==> config.mk <==
export PLATFORM = sky130hd
export DESIGN_NAME = seq_divider16_flat
export DESIGN_NICKNAME = d
export VERILOG_FILES = /design/src/rtl/seq_divider16_if.sv /design/src/rtl/seq_divider16.sv /design/src/flat_wrapper.sv
export SDC_FILE = /design/constraint.sdc
export NUM_CORES = 1
export LEC_CHECK = 0
export CORE_UTILIZATION = 45
export DETAILED_ROUTE_END_ITERATION = 16
export DONT_BUFFER_PORTS = 1
export GPL_ROUTABILITY_DRIVEN = 1
export SETUP_SLACK_MARGIN = 0.3
export SLEW_MARGIN = 10
export SYNTH_ARGS = -nofsm -noshare
export SYNTH_HDL_FRONTEND = slang
export SYNTH_SLANG_ARGS = --single-unit
export TNS_END_PERCENT = 50
==> constraint.sdc <==
create_clock -name clk -period 3.8 [get_ports clk]
set_input_delay 0.38 -clock clk [delete_from_list [all_inputs] [get_ports clk]]
set_output_delay 0.38 -clock clk [all_outputs]
set_load 0.01 [all_outputs]
==> src/rtl/seq_divider16_if.sv <==
// Handshake and operand/result bundle for the sequential restoring divider.
// The master side issues operations; the slave side (the divider) reports results.
interface seq_divider16_if #(
  parameter int WIDTH = 16
);
  logic             op_start;
  logic             op_clear;
  logic [WIDTH-1:0] dividend;
  logic [WIDTH-1:0] divisor;
  logic [WIDTH-1:0] quotient;
  logic [WIDTH-1:0] remainder;
  logic             busy;
  logic             op_done;
  logic             div_by_zero;

  modport master (
    output op_start, op_clear, dividend, divisor,
    input  quotient, remainder, busy, op_done, div_by_zero
  );

  modport slave (
    input  op_start, op_clear, dividend, divisor,
    output quotient, remainder, busy, op_done, div_by_zero
  );
endinterface

==> src/rtl/seq_divider16.sv <==
// Unsigned restoring divider producing one quotient bit per clock.
// Results appear in DONE and are held there until an explicit clear.
module seq_divider16 #(
  parameter int WIDTH = 16
) (
  input  logic           clk,
  input  logic           reset_n,
  seq_divider16_if.slave bus
);

  localparam int CNT_W = $clog2(WIDTH);

  typedef enum logic [1:0] {IDLE, EXEC, DONE} state_t;

  state_t           state, state_nxt;
  logic [WIDTH-1:0] r_work, q_work, d_work;
  logic [CNT_W-1:0] iter_cnt;
  logic [WIDTH-1:0] quot_res, rem_res;
  logic             dz_res;

  logic [WIDTH-1:0] r_shift, diff, step_r, step_q;
  logic             carry_lo, no_borrow, last_iter;

  assign last_iter = (iter_cnt == CNT_W'(WIDTH - 1));

  // Trial subtract R - D at WIDTH+1 bits as R + ~D + 1. The shifted-out MSB of R
  // is the top bit of the trial operand; with ~D's top bit being 1, the final
  // carry-out is that MSB OR'd with the carry out of the low WIDTH bits.
  always_comb begin
    r_shift               = {r_work[WIDTH-2:0], q_work[WIDTH-1]};
    {carry_lo, diff}      = {1'b0, r_shift} + {1'b0, ~d_work} + (WIDTH+1)'(1);
    no_borrow             = r_work[WIDTH-1] | carry_lo;
    step_r                = no_borrow ? diff : r_shift;
    step_q                = {q_work[WIDTH-2:0], no_borrow};
  end

  always_ff @(posedge clk or negedge reset_n) begin
    if (!reset_n) state <= IDLE;
    else          state <= state_nxt;
  end

  always_comb begin
    state_nxt = state;
    if (bus.op_clear) begin
      state_nxt = IDLE;
    end else begin
      unique case (state)
        IDLE:    if (bus.op_start) state_nxt = (bus.divisor == '0) ? DONE : EXEC;
        EXEC:    if (last_iter)    state_nxt = DONE;
        DONE:    state_nxt = DONE;
        default: state_nxt = IDLE;
      endcase
    end
  end

  always_ff @(posedge clk or negedge reset_n) begin
    if (!reset_n) begin
      r_work   <= '0;
      q_work   <= '0;
      d_work   <= '0;
      iter_cnt <= '0;
      quot_res <= '0;
      rem_res  <= '0;
      dz_res   <= 1'b0;
    end else if (bus.op_clear) begin
      r_work   <= '0;
      q_work   <= '0;
      d_work   <= '0;
      iter_cnt <= '0;
      quot_res <= '0;
      rem_res  <= '0;
      dz_res   <= 1'b0;
    end else begin
      unique case (state)
        IDLE: if (bus.op_start) begin
          r_work   <= '0;
          q_work   <= bus.dividend;
          d_work   <= bus.divisor;
          iter_cnt <= '0;
          if (bus.divisor == '0) begin
            quot_res <= '1;
            rem_res  <= bus.dividend;
            dz_res   <= 1'b1;
          end
        end
        EXEC: begin
          r_work   <= step_r;
          q_work   <= step_q;
          iter_cnt <= iter_cnt + 1'b1;
          if (last_iter) begin
            quot_res <= step_q;
            rem_res  <= step_r;
          end
        end
        default: ;
      endcase
    end
  end

  assign bus.busy        = (state == EXEC);
  assign bus.op_done     = (state == DONE);
  assign bus.quotient    = quot_res;
  assign bus.remainder   = rem_res;
  assign bus.div_by_zero = dz_res;

endmodule
==> src/flat_wrapper.sv <==
// flat-port wrapper written by rule: the top's interface ports become plain ports
module seq_divider16_flat 
#(
  parameter int WIDTH = 16
)
  (clk, reset_n, bus_op_start, bus_op_clear, bus_dividend, bus_divisor, bus_quotient, bus_remainder, bus_busy, bus_op_done, bus_div_by_zero);
  seq_divider16_if #(.WIDTH(WIDTH)) bus_i ();
  input  logic clk;
  input  logic reset_n;
  input wire logic [$bits(bus_i.op_start)-1:0] bus_op_start;
  input wire logic [$bits(bus_i.op_clear)-1:0] bus_op_clear;
  input wire logic [$bits(bus_i.dividend)-1:0] bus_dividend;
  input wire logic [$bits(bus_i.divisor)-1:0] bus_divisor;
  output wire logic [$bits(bus_i.quotient)-1:0] bus_quotient;
  output wire logic [$bits(bus_i.remainder)-1:0] bus_remainder;
  output wire logic [$bits(bus_i.busy)-1:0] bus_busy;
  output wire logic [$bits(bus_i.op_done)-1:0] bus_op_done;
  output wire logic [$bits(bus_i.div_by_zero)-1:0] bus_div_by_zero;
  assign bus_i.op_start = bus_op_start;
  assign bus_i.op_clear = bus_op_clear;
  assign bus_i.dividend = bus_dividend;
  assign bus_i.divisor = bus_divisor;
  assign bus_quotient = bus_i.quotient;
  assign bus_remainder = bus_i.remainder;
  assign bus_busy = bus_i.busy;
  assign bus_op_done = bus_i.op_done;
  assign bus_div_by_zero = bus_i.div_by_zero;
  seq_divider16 #(.WIDTH(WIDTH)) u_core (.clk(clk), .reset_n(reset_n), .bus(bus_i));
endmodule
==> metrics.txt, run 1 <==
area of the mapped netlist=5079 um^2; post-synthesis cell count=557; floorplan core area=10,940 um^2; power per cell area=701.1 nW/um^2; maximum vdd drop=0.3420 mV; 1st-iter DRT viols=291; total overflow reported by the global router=0; number of maximum-capacitance violations=0; maximum operating frequency=0.3519 GHz; number of buffers added on ports=0; H-Tree Level Count=3; longest individual stage delay on the worst path=0.75 ns; Min-Delay Endpoint=u_core.state[0]; worst hold stages=1; clock tree sinks=87; commonest non-fill, non-tap cell in the layout=sky130_fd_sc_hd__dfrtp_1; total die area=11,710 um^2; top area cells in the synthesized netlist=sky130_fd_sc_hd__dfrtp_1, sky130_fd_sc_hd__nand2_1, sky130_fd_sc_hd__ha_1; Total Routing Usage GR=23.30%; cell count of the worst reg-to-reg path=6; Clock Tree Root=sky130_fd_sc_hd__clkbuf_16; Crit path arrival time=3.04 ns; post-detailed-route DRC marker count=0; Unique masters post-synth=62; minimum setup slack after placement=0.9243 ns; synth-to-layout area growth=6.849%; count of warnings emitted by yosys=0; max-slew violation count=0; fill cell instance count of the final layout=1,064; global-route wire length before repair=20,640 um; layout cells sized above 1=6.273%; final hold violations=0; share of the synthesized area in the top cell type=42.87%; remaining antenna violation count after routing=0; vias in the first global route=3,921; Worst EP required=4.00 ns; critical path cell sequence=inv_1 -> ha_1 -> and2_1 -> nor3_2 -> nand2b_1 -> o21ai_0; Leak=2.270 nW; largest net degree at the start of global routing=88; run status=finished clean; multi-input logic area=2594 um^2; diodes inserted=0; Power Total=3.804 mW; TritonCTS clock tree=yes; first-pass detailed-route iteration total=4; number of nets in the layout=598; Reg2Reg Setup Slack=0.96 ns; Die Wd=108.2 um; flip-flop cell with the highest count after synthesis=sky130_fd_sc_hd__dfrtp_1; detailed-route via count=4,034; RSZ-0062 raised after global routing=false; worst slew margin relative to its limit=23.57%; mean number of vias per cell=5.915; proportion of synthesized chip area in sequential cells=42.87%; worst clock skew=0.01102 ns; worst hold-check path type=in2reg; Critical R2R Capture=u_core.r_work[3]; detailed placer's ending HPWL=9287 um; measured slew at the worst slew-check pin=1.136 ns; largest area contributor in the netlist=sky130_fd_sc_hd__dfrtp_1; total wirelength of the detailed-routed design=12,900 um; minimum clock period after layout=2.842 ns; final standard cell utilization of the core=49.62%; setup violation total in the final timing report=0; clock latency at the later pin of the worst-skew pair=0.35 ns; Slowest-stage cell, CP=sky130_fd_sc_hd__nor3_2; Routed WL per cell=18.91 um; worst setup slack after layout=0.9584 ns; TritonCTS buffer count=9; syn_nets=615; average cell area after synthesis=9.118 um^2; period utilization=74.78%; top library cells by usage in the layout, fill and taps aside=sky130_fd_sc_hd__dfrtp_1, sky130_fd_sc_hd__nand2_1, sky130_fd_sc_hd__nor2_1; FF+latch area=2177 um^2; startpoint of the worst hold path=bus_op_clear; startpoint of the worst register-to-register path=u_core.state[0]; final hold slack=0.09165 ns; category of the worst setup path capture point=flip-flop; critical setup path kind=reg2reg; crit-path max FO=18; count of flip-flops with a built-in enable after synthesis=0; number of placement rows=38; Clock Pin Slew Worst Setup and Hold Paths=0.07 ns; initial core utilization=46.44%; global placement routability congestion=0.8809; buffer depth of the longest clock path=2; Top Ports=71; CP Launch Type=flip-flop; Post-Route Setup TNS=0 ns; number of antenna violations at the first check in global routing=0; number of buffers added for setup after CTS=0; number of synthesized register bits=87; die height=108.2 um; Async S/R FF share, synth=100.0%
stage by stage:
stage | area (um^2) | std cells
final | 5426 | 682
after global routing | 5426 | 682
after CTS | 5426 | 682
after detailed placement | 5115 | 667
after global placement | 5115 | 667
after floorplan | 5079 | 557
cells in the mapped netlist, drive strengths merged, types with 8 or more instances:
| library cell | instances |
|---|---|
| o21ai | 37 |
| nor2b | 9 |
| o31ai | 24 |
| ha | 21 |
| buf | 22 |
| a22oi | 9 |
| a311oi | 16 |
| clkbuf | 11 |
| mux2i | 25 |
| inv | 39 |
| a21oi | 29 |
| nand2 | 83 |
| dfrtp | 87 |
| o21a | 8 |
| nor2 | 42 |
flip-flops by register name (all words and copies together) (netlist names):
signal                  cells
u_core.iter_cnt             4
u_core.bus.quotient        16
u_core.d_work              16
u_core.q_work              16
u_core.bus.remainder       16
u_core.state                2
u_core.bus.div_by_zero      1
u_core.r_work              16
final cells by class:
type	count	area share, %
multi-input cells	398	47.80
inverters	39	2.698
clock buffers	9	4.150
clock inverters	4	0.8992
well taps	140	3.228
repair buffers	5	1.107
flip-flops and latches	87	40.12
worst max-delay path by stage:
stage | cells after the start | slack, ns | to | start
detailed placement | 6 | 0.92 | u_core.r_work[4] | u_core.state[0]
finish | 6 | 0.96 | u_core.r_work[3] | u_core.state[0]
CTS | 6 | 0.92 | u_core.r_work[3] | u_core.state[0]
floorplan | 9 | 1.51 | u_core.bus.remainder[1] | u_core.d_work[0]
global route | 6 | 0.64 | u_core.iter_cnt[0] | u_core.state[0]
global placement | 6 | 1.04 | u_core.r_work[9] | u_core.state[0]
timing repair:
action,4_1_cts,5_1_grt
endpoints found under the hold margin,87,0
resized for setup,0,0
hold buffers,2,0
power by group:
group          switching (mW)  leakage [nW]  internal, mW  total [mW]
Combinational            1.12         0.941         0.671        1.80
Sequential             0.0995          1.19          1.05        1.15
Clock                   0.361         0.137         0.498       0.859
Total                    1.58          2.27          2.22        3.80
critical path, delay by kind of cell, from the launching register on:
kind / cells / cell delay, ns
AOI/OAI and AO/OA: 1 / 0.19
and+or+nand+nor: 3 / 1.72
DFF: 1 / 0.39
adders and majority gates: 1 / 0.28
buffers and inverters: 1 / 0.09
per-layer routing:
layer	part of all wire [%]	GRT usage [%]	routed length, um
met1	45	30.73	5768
met2	47	36.49	6084
met3	6.2	5.244	802
met4	1.9	10.37	244
met5	0	0	0
logic make-up after synthesis:
| logic type | synth area share [%] |
|---|---|
| AND/OR/NAND/NOR | 16.21 |
| AO/OA/AOI/OAI | 22.32 |
| flip-flops | 42.87 |
| buffers and inverters | 6.208 |
| multiplexers | 5.445 |
| adder cells (fa/ha/maj) | 5.568 |
| XOR/XNOR | 1.380 |
(Power assumes the default switching activity.)
==> inputs of run 2 (changes only) <==
Clock period 3.8 ns to 2.8 ns, I/O delays scaled along.
==> run 2 against run 1 <==
Compared with the run above:
- power grew 44%
- clock-buffer cell count unchanged
- critical path type unchanged
- maximum frequency grew 19%
- final area rose by 3.9%
- sequential power increased by 36%
- cell count grew 2.6%
- clock power up 41%
- utilization up 1.9 points
- wire length increased by 0.95%
- worst setup slack got worse by 0.55 ns
==> metrics.txt, run 2 (same netlist as run 1, synthesis figures left out) <==
run status=finished clean; maximum vdd drop=0.5341 mV (+56%); CP Launch Type=flip-flop; minimum setup slack after placement=0.1644 ns (-0.7599 ns); number of antenna violations at the first check in global routing=0 (unchanged); remaining antenna violation count after routing=0 (unchanged); number of nets in the layout=613 (+2.5%); worst slew margin relative to its limit=37.98% (+14 points); Clock Pin Slew Worst Setup and Hold Paths=0.07 ns (about the same); total wirelength of the detailed-routed design=13,020 um (+0.95%); 1st-iter DRT viols=257 (-12%); power per cell area=974.0 nW/um^2 (+39%); vias in the first global route=3,901 (-0.51%); category of the worst setup path capture point=flip-flop; cell count of the worst reg-to-reg path=8 (+2); global-route wire length before repair=20,710 um (+0.33%); TritonCTS buffer count=9 (unchanged); worst setup slack after layout=0.4122 ns (-0.5462 ns); detailed placer's ending HPWL=9236 um (-0.55%); number of placement rows=38 (unchanged); first-pass detailed-route iteration total=5 (+1); startpoint of the worst register-to-register path=u_core.r_work[12]; Crit path arrival time=2.66 ns (-0.38 ns); floorplan core area=10,940 um^2 (unchanged); period utilization=85.28% (+10 points); total die area=11,710 um^2 (unchanged); diodes inserted=0 (unchanged); clock tree sinks=87 (unchanged); Clock Tree Root=sky130_fd_sc_hd__clkbuf_16; number of buffers added on ports=0 (unchanged); die height=108.2 um (unchanged); worst hold-check path type=in2reg; TritonCTS clock tree=yes; largest net degree at the start of global routing=88 (unchanged); minimum clock period after layout=2.388 ns (-0.4538 ns); synth-to-layout area growth=10.99%; worst clock skew=0.01081 ns (-0.0002150 ns); crit-path max FO=12 (-6); Critical R2R Capture=u_core.r_work[13]; final standard cell utilization of the core=51.54% (+1.9 points); Post-Route Setup TNS=0 ns (unchanged); critical setup path kind=reg2reg; H-Tree Level Count=3 (unchanged); Reg2Reg Setup Slack=0.41 ns (-0.55 ns); top library cells by usage in the layout, fill and taps aside=sky130_fd_sc_hd__dfrtp_1, sky130_fd_sc_hd__nand2_1, sky130_fd_sc_hd__nor2_1; final non-filler cell total=700 (+2.6%); measured slew at the worst slew-check pin=0.9273 ns (-0.2088 ns); RSZ-0062 raised after global routing=true; detailed-route via count=4,169 (+3.3%); buffer depth of the longest clock path=2 (unchanged); Critical path origin=u_core.r_work[12]; post-detailed-route DRC marker count=0 (unchanged); Leak=2.366 nW (+4.2%); Worst EP required=3.07 ns (-0.93 ns); initial core utilization=46.44% (unchanged); maximum operating frequency=0.4188 GHz (+19%); max-slew violation count=0 (unchanged); global placement routability congestion=0.8968 (+1.8%); Die Wd=108.2 um (unchanged); setup violation total in the final timing report=0 (unchanged); Routed WL per cell=18.60 um (-1.7%); number of maximum-capacitance violations=0 (unchanged); Top Ports=71 (unchanged); CP endpoint=u_core.r_work[13]; fill cell instance count of the final layout=1,024 (-3.8%); number of cells after detailed placement=675 (+1.2%); final hold violations=0 (unchanged); total overflow reported by the global router=0 (unchanged); mean number of vias per cell=5.956 (+0.69%); clock latency at the later pin of the worst-skew pair=0.35 ns (about the same); layout cells sized above 1=10.36% (+4.1 points); commonest non-fill, non-tap cell in the layout=sky130_fd_sc_hd__dfrtp_1; Total Routing Usage GR=23.15% (-0.15 points)
## run 2: changes by cell type in the layout (fill, tap and decap cells not counted), sizes merged
cell	delta
inv	+3
buf	+11
dlygate4sd3	+4
clkinv	+1
bufinv	-1
## run 2: power breakdown
group	internal (mW)	switching [mW]	total [mW]
clock network	0.632	0.575	1.21
registers	1.42	0.136	1.56
logic	1.11	1.61	2.72
total	3.17	2.32	5.49
## run 2: critical path: stages, from the launching register on
cell                       delay, ns
sky130_fd_sc_hd__dfrtp_1        0.41
sky130_fd_sc_hd__ha_1           0.38
sky130_fd_sc_hd__a211o_1        0.31
sky130_fd_sc_hd__a211oi_2       0.31
sky130_fd_sc_hd__o21ai_4        0.12
sky130_fd_sc_hd__o21a_4         0.17
sky130_fd_sc_hd__buf_4          0.18
sky130_fd_sc_hd__o41a_1         0.36
sky130_fd_sc_hd__o21ai_1        0.07
## run 2: how the worst min path moves through the flow
stage	startpoint	end	slack, ns	cells after the start
6_report	bus_op_clear	u_core.bus.remainder[9]	0.03	1
5_1_grt	bus_op_clear	u_core.bus.quotient[12]	0.003	1
4_1_cts	bus_op_clear	u_core.bus.quotient[14]	0.0006	1
3_5_place_dp	reset_n	u_core.d_work[15]	-0.01	0
3_3_place_gp	reset_n	u_core.d_work[15]	-0.01	0
2_1_floorplan	reset_n	u_core.bus.div_by_zero	-0.02	0
## run 2: timing repair
| action | 4_1_cts | 5_1_grt |
|---|---|---|
| hold endpoints to repair | 110 | 0 |
| gates resized for setup | 2 | 10 |
| setup endpoints to repair | 26 | 32 |
| buffers inserted | 1 | 2 |
| pin swaps | 2 | 3 |
| hold buffers | 6 | 0 |
| gates cloned | 0 | 0 |
## run 2: per-stage QoR
| stage | area [um^2] | power [mW] | hold WS (ns) |
|---|---|---|---|
| final | 5637 | 5.490 | 0.02671 |
| after global routing | 5637 | 5.850 | 0.003124 |
| after CTS | 5568 | 5.332 | 0.0006320 |
| after detailed placement | 5175 | 4.026 | -0.01072 |
| after global placement | 5175 | 3.998 | -0.01204 |
| after floorplan | 5079 | 3.530 | -0.01559 |
## run 2: final cells by class
type / instances / area [um^2] / area share, %
Timing Repair Buffer: 20 / 195.2 / 3.463
Sequential cell: 87 / 2177 / 38.62
Clock inverter: 7 / 73.82 / 1.310
Tap cell: 140 / 175.2 / 3.108
Clock buffer: 9 / 225.2 / 3.996
Multi-Input combinational cell: 398 / 2644 / 46.90
Inverter: 39 / 146.4 / 2.597
## run 2: per-layer routing
layer / vias to the layer above / global-route usage (%) / share of wire, %
li1: 1995 / - / -
met1: 2064 / 31.63 / 46
met2: 100 / 37.31 / 47
met3: 10 / 4.581 / 5.6
met4: 0 / 6.262 / 0.96
met5: - / 0 / 0
